$ cat src/rtl/fm_demod_pkg.sv
// Shared constants and state encoding for the ADC byte-to-sample merge path.
// Imported by the merge FSM and its timeout counter.
package fm_demod_pkg;

    localparam int          SAMPLE_W      = 16;
    localparam int          ERR_W         = 16;
    localparam int          CNT_W         = 16;
    localparam logic [7:0]  SYNC_BYTE_DEF = 8'hA5;

    typedef enum logic [2:0] {
        ST_IDLE = 3'd0,
        ST_HUNT = 3'd1,
        ST_LO   = 3'd2,
        ST_HI   = 3'd3,
        ST_CHK  = 3'd4
    } state_e;

    function automatic logic [ERR_W-1:0] sat_inc(input logic [ERR_W-1:0] v);
        return (v == {ERR_W{1'b1}}) ? v : v + 1'b1;
    endfunction

endpackage

$ cat src/rtl/merge_timeout_cnt.sv
// Idle-cycle counter for the gap between the two bytes of a pair.
// Compares before incrementing, so it stops at TIMEOUT-1 and never wraps.
module merge_timeout_cnt
    import fm_demod_pkg::*;
#(
    parameter int TIMEOUT = 255
) (
    input  logic clk,
    input  logic rst,
    input  logic clr_i,
    input  logic en_i,
    output logic expired_o
);

    logic [CNT_W-1:0] cnt_q, cnt_d;
    logic             hit;

    assign hit       = (cnt_q == CNT_W'(TIMEOUT - 1));
    assign expired_o = en_i && hit;

    always_comb begin
        cnt_d = cnt_q;
        if (clr_i)
            cnt_d = '0;
        else if (en_i && !hit)
            cnt_d = cnt_q + 1'b1;
    end

    always_ff @(posedge clk) begin
        if (rst)
            cnt_q <= '0;
        else
            cnt_q <= cnt_d;
    end

endmodule

$ cat src/rtl/sample_merge.sv
// Frames the ADC byte stream into signed 16-bit samples for the low-pass FIR.
// merge_finished_o qualifies data_o; malformed frames only bump err_cnt_o.
module sample_merge
    import fm_demod_pkg::*;
#(
    parameter int         WIDTH      = SAMPLE_W,
    parameter int         FRAME_LEN  = 64,
    parameter logic [7:0] SYNC_BYTE  = SYNC_BYTE_DEF,
    parameter bit         MSB_FIRST  = 1'b1,
    parameter bit         OFFSET_BIN = 1'b1,
    parameter int         TIMEOUT    = 255
) (
    input  logic             clk,
    input  logic             rst,
    input  logic             start_i,
    input  logic [7:0]       byte_i,
    input  logic             byte_valid_i,
    output logic [WIDTH-1:0] data_o,
    output logic             merge_finished_o,
    output logic             in_sync_o,
    output logic [ERR_W-1:0] err_cnt_o
);

    if (WIDTH != SAMPLE_W) begin : g_bad_width
        $error("sample_merge: WIDTH must be 16");
    end

    state_e                state_q, state_d;
    logic [7:0]            first_q, first_d;
    logic [SAMPLE_W-1:0]   data_q, data_d;
    logic                  pulse_q, pulse_d;
    logic [CNT_W-1:0]      cnt_q, cnt_d;
    logic [ERR_W-1:0]      err_q, err_d;
    logic [CNT_W:0]        cnt_inc;
    logic [SAMPLE_W-1:0]   raw;
    logic                  is_sync;
    logic                  err_inc;
    logic                  tmo_clr, tmo_en, tmo_expired;

    merge_timeout_cnt #(.TIMEOUT(TIMEOUT)) u_tmo (
        .clk      (clk),
        .rst      (rst),
        .clr_i    (tmo_clr),
        .en_i     (tmo_en),
        .expired_o(tmo_expired)
    );

    assign is_sync = byte_valid_i && (byte_i == SYNC_BYTE);
    assign cnt_inc = {1'b0, cnt_q} + 1'b1;
    assign raw     = MSB_FIRST ? {first_q, byte_i} : {byte_i, first_q};
    // Idle cycles only count while a pair is half-assembled and the run is on.
    assign tmo_en  = start_i && (state_q == ST_HI) && !byte_valid_i;

    always_comb begin
        state_d = state_q;
        first_d = first_q;
        data_d  = data_q;
        pulse_d = 1'b0;
        cnt_d   = cnt_q;
        err_inc = 1'b0;
        tmo_clr = 1'b0;
        if (!start_i) begin
            state_d = ST_IDLE;
        end else begin
            unique case (state_q)
                ST_IDLE: state_d = ST_HUNT;
                ST_HUNT: begin
                    if (is_sync) begin
                        state_d = ST_LO;
                        cnt_d   = '0;
                    end
                end
                ST_LO: begin
                    if (byte_valid_i) begin
                        first_d = byte_i;
                        tmo_clr = 1'b1;
                        state_d = ST_HI;
                    end
                end
                ST_HI: begin
                    if (byte_valid_i) begin
                        data_d  = OFFSET_BIN ? {~raw[SAMPLE_W-1], raw[SAMPLE_W-2:0]} : raw;
                        pulse_d = 1'b1;
                        cnt_d   = cnt_inc[CNT_W-1:0];
                        state_d = (cnt_inc == (CNT_W+1)'(FRAME_LEN)) ? ST_CHK : ST_LO;
                    end else if (tmo_expired) begin
                        err_inc = 1'b1;
                        state_d = ST_HUNT;
                    end
                end
                ST_CHK: begin
                    if (is_sync) begin
                        state_d = ST_LO;
                        cnt_d   = '0;
                    end else if (byte_valid_i) begin
                        err_inc = 1'b1;
                        state_d = ST_HUNT;
                    end
                end
                default: state_d = ST_IDLE;
            endcase
        end
        err_d = err_inc ? sat_inc(err_q) : err_q;
    end

    always_ff @(posedge clk) begin
        if (rst) begin
            state_q <= ST_IDLE;
            first_q <= '0;
            data_q  <= '0;
            pulse_q <= 1'b0;
            cnt_q   <= '0;
            err_q   <= '0;
        end else begin
            state_q <= state_d;
            first_q <= first_d;
            data_q  <= data_d;
            pulse_q <= pulse_d;
            cnt_q   <= cnt_d;
            err_q   <= err_d;
        end
    end

    // The FIR shares start_i, so a pulse must never appear while it is low.
    assign merge_finished_o = pulse_q && start_i;
    assign data_o           = data_q;
    assign in_sync_o        = (state_q == ST_LO) || (state_q == ST_HI);
    assign err_cnt_o        = err_q;

endmodule

$ cat config.mk
export PLATFORM = sky130hd
export DESIGN_NAME = sample_merge
export DESIGN_NICKNAME = d
export VERILOG_FILES = /design/src/rtl/fm_demod_pkg.sv /design/src/rtl/merge_timeout_cnt.sv /design/src/rtl/sample_merge.sv
export SDC_FILE = /design/constraint.sdc
export NUM_CORES = 1
export LEC_CHECK = 0
export ABC_AREA = 1
export BUFFER_PORTS_ARGS = -buffer_cell sky130_fd_sc_hd__buf_2
export CORE_AREA = 2 2 77 97
export CTS_CLUSTER_DIAMETER = 30
export DETAILED_ROUTE_END_ITERATION = 8
export DIE_AREA = 0 0 79 99
export MAX_ROUTING_LAYER = met4
export PLACE_DENSITY = 0.77
export SLEW_MARGIN = 40
export SYNTH_ARGS = -nofsm -noshare
export SYNTH_HDL_FRONTEND = slang
export SYNTH_SLANG_ARGS = --single-unit
$ cat constraint.sdc
create_clock -name clk -period 1.9 [get_ports clk]
set_input_delay 0.19 -clock clk [delete_from_list [all_inputs] [get_ports clk]]
set_output_delay 0.19 -clock clk [all_outputs]
set_load 0.02 [all_outputs]
Word level (Yosys, flattened, before mapping)
Index checks and enable logic that the tools add are counted.

Flip-flop bits (word level): 76. Bits of input ports: 12. Output and inout bits: 34. Word-level logic and storage cells: 67.

Add/sub/neg operators: 3. Equality and inequality tests: 14. Multiplexer cells: 19. Bitwise logic cells: 4. Reductions and logical operators: 20.

Operator list (number): 16-bit by 1-bit adder with 16-bit output (second input constant) (2); 16-bit two-way mux (2); 16-bit one-hot mux with 2 select lines (1); 3-bit two-way mux (7); 16-bit by 1-bit adder with 17-bit output (second input constant) (1); 17-bit by 7-bit equality test with 1-bit output (second input constant) (1); 16-bit equality test (second input constant) (1); 16-bit by 8-bit equality test with 1-bit output (second input constant) (1); 3-bit one-hot mux with 5 select lines (1); 8-bit equality test (second input constant) (1); 4-bit AND reduction (2); 1-bit two-way mux (7); 3-bit by 2-bit equality test with 1-bit output (second input constant) (2); 1-bit logical AND (6); 2-bit inequality test (second input constant) (3); 3-bit inequality test (second input constant) (2); 3-bit AND reduction (2); 2-bit OR reduction (3); 1-bit NOT (4); 3-bit by 1-bit equality test with 1-bit output (second input constant) (1); 3-bit equality test (second input constant) (1); 3-bit logical NOT (1); 3-bit OR reduction (1); 1-bit logical NOT (2); 5 further kinds (5).

Depth between registers and ports, before layout
Depth after elaboration: 9. Depth in mapped cells: 13.

Hierarchy
Synthesis repeated with hierarchy kept, for this count alone.

Cell total of the unflattened synthesis: 634. Area, all modules: 4155.2 um2.

Modules (own cells, without submodules): sample_merge (times used 1, cells each 460, area each 3096.7 um2, sequential area each 1201.2 um2); merge_timeout_cnt (times used 1, cells each 174, area each 1058.5 um2, sequential area each 320.3 um2).

Worst setup path after synthesis
Ideal clock, no wire load.

Path type: register -> register. Start: reg err_q[1], in the netlist err_cnt_o[1]. End: reg err_q[12], in the netlist err_cnt_o[12]. Library setup time: 0.070 ns. Arrival: 1.814 ns. Path slack: 0.015 ns. Cell stages (with the launch flop): 11. Path buffers: 1. Period minus slack after synthesis: 1.885 ns. Path through: dfxtp_1 ha_1 nand3_2 nor2_4 nand2_2 nor3_4 nand4_4 nand3_2 buf_6 nand2_1 a21oi_1.

Longest elaborated chain between the ends: 3. Elaborated cells between the ends (all ways): 4. Those cells by class: add/sub: 1; eq/ne: 1; bitwise: 1; reduce/logical: 1.

Ends and longest elaborated chain: from (decl) (RTL line sample_merge.sv:33) `logic [ERR_W-1:0] err_q, err_d;`; from (signal assigned) (RTL line sample_merge.sv:120) `err_q <= err_d;`; branches (longest 3 deep; another with 16-bit by 1-bit adder with 16-bit output).

Parallel ways; which one is timed is not known. A chain may end at the register's enable or synchronous reset.

Final worst setup path
Start: reg u_tmo.cnt_q[0]. End: reg err_q[13], in the netlist err_cnt_o[13].

Longest elaborated chain between the ends: 7.

Ends and longest elaborated chain: from (decl) (RTL line merge_timeout_cnt.sv:15) `logic [CNT_W-1:0] cnt_q, cnt_d;`; from (signal assigned) (RTL line merge_timeout_cnt.sv:33) `cnt_q <= cnt_d;`; 16-bit by 8-bit equality test with 1-bit output (RTL line merge_timeout_cnt.sv:18) `assign hit = (cnt_q == CNT_W'(TIMEOUT - 1));`; 1-bit logical AND (RTL line merge_timeout_cnt.sv:19) `assign expired_o = en_i && hit;`; 1-bit two-way mux (RTL line sample_merge.sv:86) `end else if (tmo_expired) begin`; 1-bit two-way mux (RTL line sample_merge.sv:81) `if (byte_valid_i) begin`; 1-bit one-hot mux with 2 select lines (RTL line sample_merge.sv:65) `unique case (state_q)`; 1-bit two-way mux (RTL line sample_merge.sv:62) `if (!start_i) begin`; 2-bit AND reduction (no line).

No other way between the ends.

==> qor.csv <==
stage,metric,value,unit
pwr,Pleak,1.82,nW
routing,# DRC,0,
synthesis,sequential element share of the synthesized area,39.4,%
floorplanning,Core ar.,6890,um2
grt,first-pass GRT wire length,15700,um
outcome,outcome,finished clean,
setup_path,Critical-path top delay cell,dfxtp_4,
worst_hold_path,hold wc startpoint,byte_i[6],
placement,DP Cell Count,700,
sta,period utilization,98.4,%
setup_path,reg2reg start,u_tmo.cnt_q[0],
placement,Port Buffers,45,
clocking,clock-pin slew on the worst setup and hold paths,0.09,ns
synthesis,Syn Inst Count,562,
clocking,root buffer cell,clkbuf_8,
grt,met3 GRT Util,4.21,%
placement,Setup WS pre-CTS,-0.0467,ns
grt,largest net degree at the start of global routing,33,
placement,DP Wirelength,6400,um
floorplanning,row count,34,
clocking,Clock Latency Late Sink,0.36,ns
grt,gr ovfl total,0,
sta,final worst slack,0.0296,ns
setup_path,CP Capture Type,flip-flop,
sta,Fin. Hold Viols,0,
synthesis,Mapped Area,3860,um2
sta,final setup vio count,0,
clocking,htree depth,3,
cells_and_area,diodes inserted,0,
floorplanning,die width,79,um
grt,antenna violations before repair,0,
run,max-cap violation count,0,
floorplanning,Die H,99,um
setup_path,CP bufs+invs,3,
synthesis,Yosys reg bits,76,
synthesis,Syn Nets,578,
synthesis,"Primary FF master, synth",dfxtp_1,
clocking,cts-stage hold buffer count,0,
cells_and_area,Final Instance Count excl. Fillers,721,
sta,minimum clock period,1.87,ns
setup_path,Critical Path Source Type,flip-flop,
routing,ANT nets after route,0,
setup_path,crit-path cells,"inv_4, ha_4, nand2_4, nor4_4, nand3_2, o21ai_4, inv_2, nor2_4, clkbuf_16, nand3_1, a21oi_1",
cells_and_area,Nets,642,
clocking,CTS tree,yes,
setup_path,crit path launch,u_tmo.cnt_q[0],
synthesis,Synth Area per Inst,6.87,um2
cells_and_area,Layout Utilization,68.1,%
setup_path,CP Class,flip-flop to flip-flop,
clocking,maximum root-to-sink buffer count,2,
clocking,total CTS buffers,9,
sta,RSZ-0062 raised after global routing,yes,
setup_path,largest stage delay on the critical path,0.36,ns
grt,met2 Track Usage GR,42.9,%
sta,Clock Skew,0.0139,ns
synthesis,number of flops mapped to enable cells by yosys,0,
setup_path,"Req. time, crit path",2.20,ns
routing,1st-iter DRT viols,213,
routing,drt total wl,9200,um
grt,met1 Use GR,28.6,%
clocking,clk sink count,76,
grt,number of global-route vias before repair,3681,
pwr,peak supply drop,0.475,mV
setup_path,"CP delay by family, top",simple AND/OR/NAND/NOR gates,
sta,Final Slew Violations,0,
cells_and_area,area delta synth->final,21.5,%
cells_and_area,share of cells above drive strength 1,20.9,%
synthesis,Yosys Warn Count,0,
sta,Least-Margin Pin Slew,0.353,ns
floorplanning,initial core utilization,56.1,%
routing,TritonRoute pass-1 iters,4,
setup_path,critical path arrival,2.17,ns
floorplanning,Top-Level Pins,46,
floorplanning,Die Area,7820,um2
setup_path,CP Max Fanout,7,
pwr,Power per Cell Area,638,nW/um2
synthesis,post-synthesis async set-or-reset flop share,0,%
grt,GRT Max-Usage Layer,met2,
sta,fmax,0.535,GHz
sta,Slew headroom,76.5,%
routing,WL per Instance,12.8,um
grt,GRT Resource Usage Total,25.6,%
routing,DR vias/cell,5.38,
placement,GP Congestion,0.957,
synthesis,post-synthesis cell type count,31,
routing,vias,3876,
worst_hold_path,worst hold-check path type,primary input to flip-flop,
cells_and_area,Filler Cells Inserted,601,
[placed cells by master, fill, tap and decap left out, types with 8 or more instances in the layout]
cell type	netlist	layout
nand3_1	45	37
nand3_2	4	11
o21ai_0	36	36
xnor2_1	10	10
a21oi_1	67	62
xor2_1	12	12
dfxtp_1	76	71
nand2_1	138	137
clkbuf_8	0	10
nor2_1	60	52
buf_2	3	45
buf_4	0	21
inv_1	44	43
nand4_1	15	15
nor2_2	0	8
[cell type report]
class,instances,area (um2),share of cell area (%)
sequential,76,1530,32.6
clock buffer,10,138,2.93
multi-input combinational,420,2210,47.2
timing repair buffer,69,439,9.36
clock inverter,6,70.1,1.49
tap,90,113,2.40
inverter,50,190,4.05
[synthesized netlist by cell type, types with 3 or more instances]
library cell  number  area share, %
nor3_1             7           0.91
xor2_1            12            2.7
o21ai_0           36            4.7
nor4_1             5           0.81
o21ai_1            4           0.52
nor2_1            60            5.8
nand2_1          138             13
nand4_1           15            2.4
dfxtp_1           76             39
ha_1               4            1.3
buf_2              3           0.39
nand3_1           45            5.8
inv_1             44            4.3
inv_2              4           0.39
a21oi_1           67            8.7
nand3_2            4            1.0
clkbuf_1          11            1.1
xnor2_1           10            2.3
[where the power goes]
part,internal [mW],switching [mW],leakage [nW],total (mW)
Sequential,1.60,0.00502,0.615,1.60
Combinational,0.0319,0.0714,1.09,0.103
Clock,0.654,0.639,0.107,1.29
[registers in the layout, summed over array words and instances, names as in the netlist]
register / count
u_tmo.cnt_q: 16
data_o: 16
pulse_q: 1
err_cnt_o: 16
cnt_q: 16
state_q: 3
first_q: 8
[cell families after synthesis]
group / after synthesis / synth area share [%]
AND/OR/NAND/NOR: 283 / 32.8
adder cells (fa/ha/maj): 4 / 1.30
flip-flops: 76 / 39.4
XOR/XNOR: 22 / 4.99
AO/OA/AOI/OAI: 111 / 14.6
buffers and inverters: 66 / 6.90
[repair_timing]
item                                    4_1_cts  5_1_grt
buffers inserted                              1        3
endpoints found under the setup margin       16       19
resized for setup                             1       38
pin swaps                                     1       11
cloned                                        0        1
[worst reg2reg max path: stages, from the launching register on]
cell	delay (ns)
dfxtp_4	0.36
inv_4	0.06
ha_4	0.14
nand2_4	0.05
nor4_4	0.21
nand3_2	0.17
o21ai_4	0.20
inv_2	0.07
nor2_4	0.15
clkbuf_16	0.18
nand3_1	0.08
a21oi_1	0.15
[metrics by stage]
| stage | area [um2] | hold WS (ns) | power (mW) | setup TNS [ns] |
|---|---|---|---|---|
| 2_1_floorplan | 3860 | 0.325 | 1.69 | 0 |
| 3_3_place_gp | 4270 | 0.416 | 1.74 | 0 |
| 3_5_place_dp | 4270 | 0.430 | 1.74 | -0.328 |
| 4_1_cts | 4500 | 0.0835 | 3.02 | 0 |
| 5_1_grt | 4690 | 0.0869 | 3.09 | -0.0510 |
| 6_report | 4690 | 0.0934 | 3.00 | 0 |
[final timing paths]
path	end	slack [ns]	cells after the start
setup / recovery	err_cnt_o[13]	0.03	11
hold reg to reg	data_o[15]	0.44	1
setup reg to reg	err_cnt_o[13]	0.03	11
hold / removal	data_o[6]	0.09	3
[metal layers]
| layer | part of all wire [%] | wire (um) |
|---|---|---|
| met5 | 0 | 0 |
| met4 | 3.3 | 301 |
| met3 | 2.9 | 265 |
| met2 | 52 | 4740 |
| met1 | 42 | 3890 |
(Power assumes the default switching activity.)
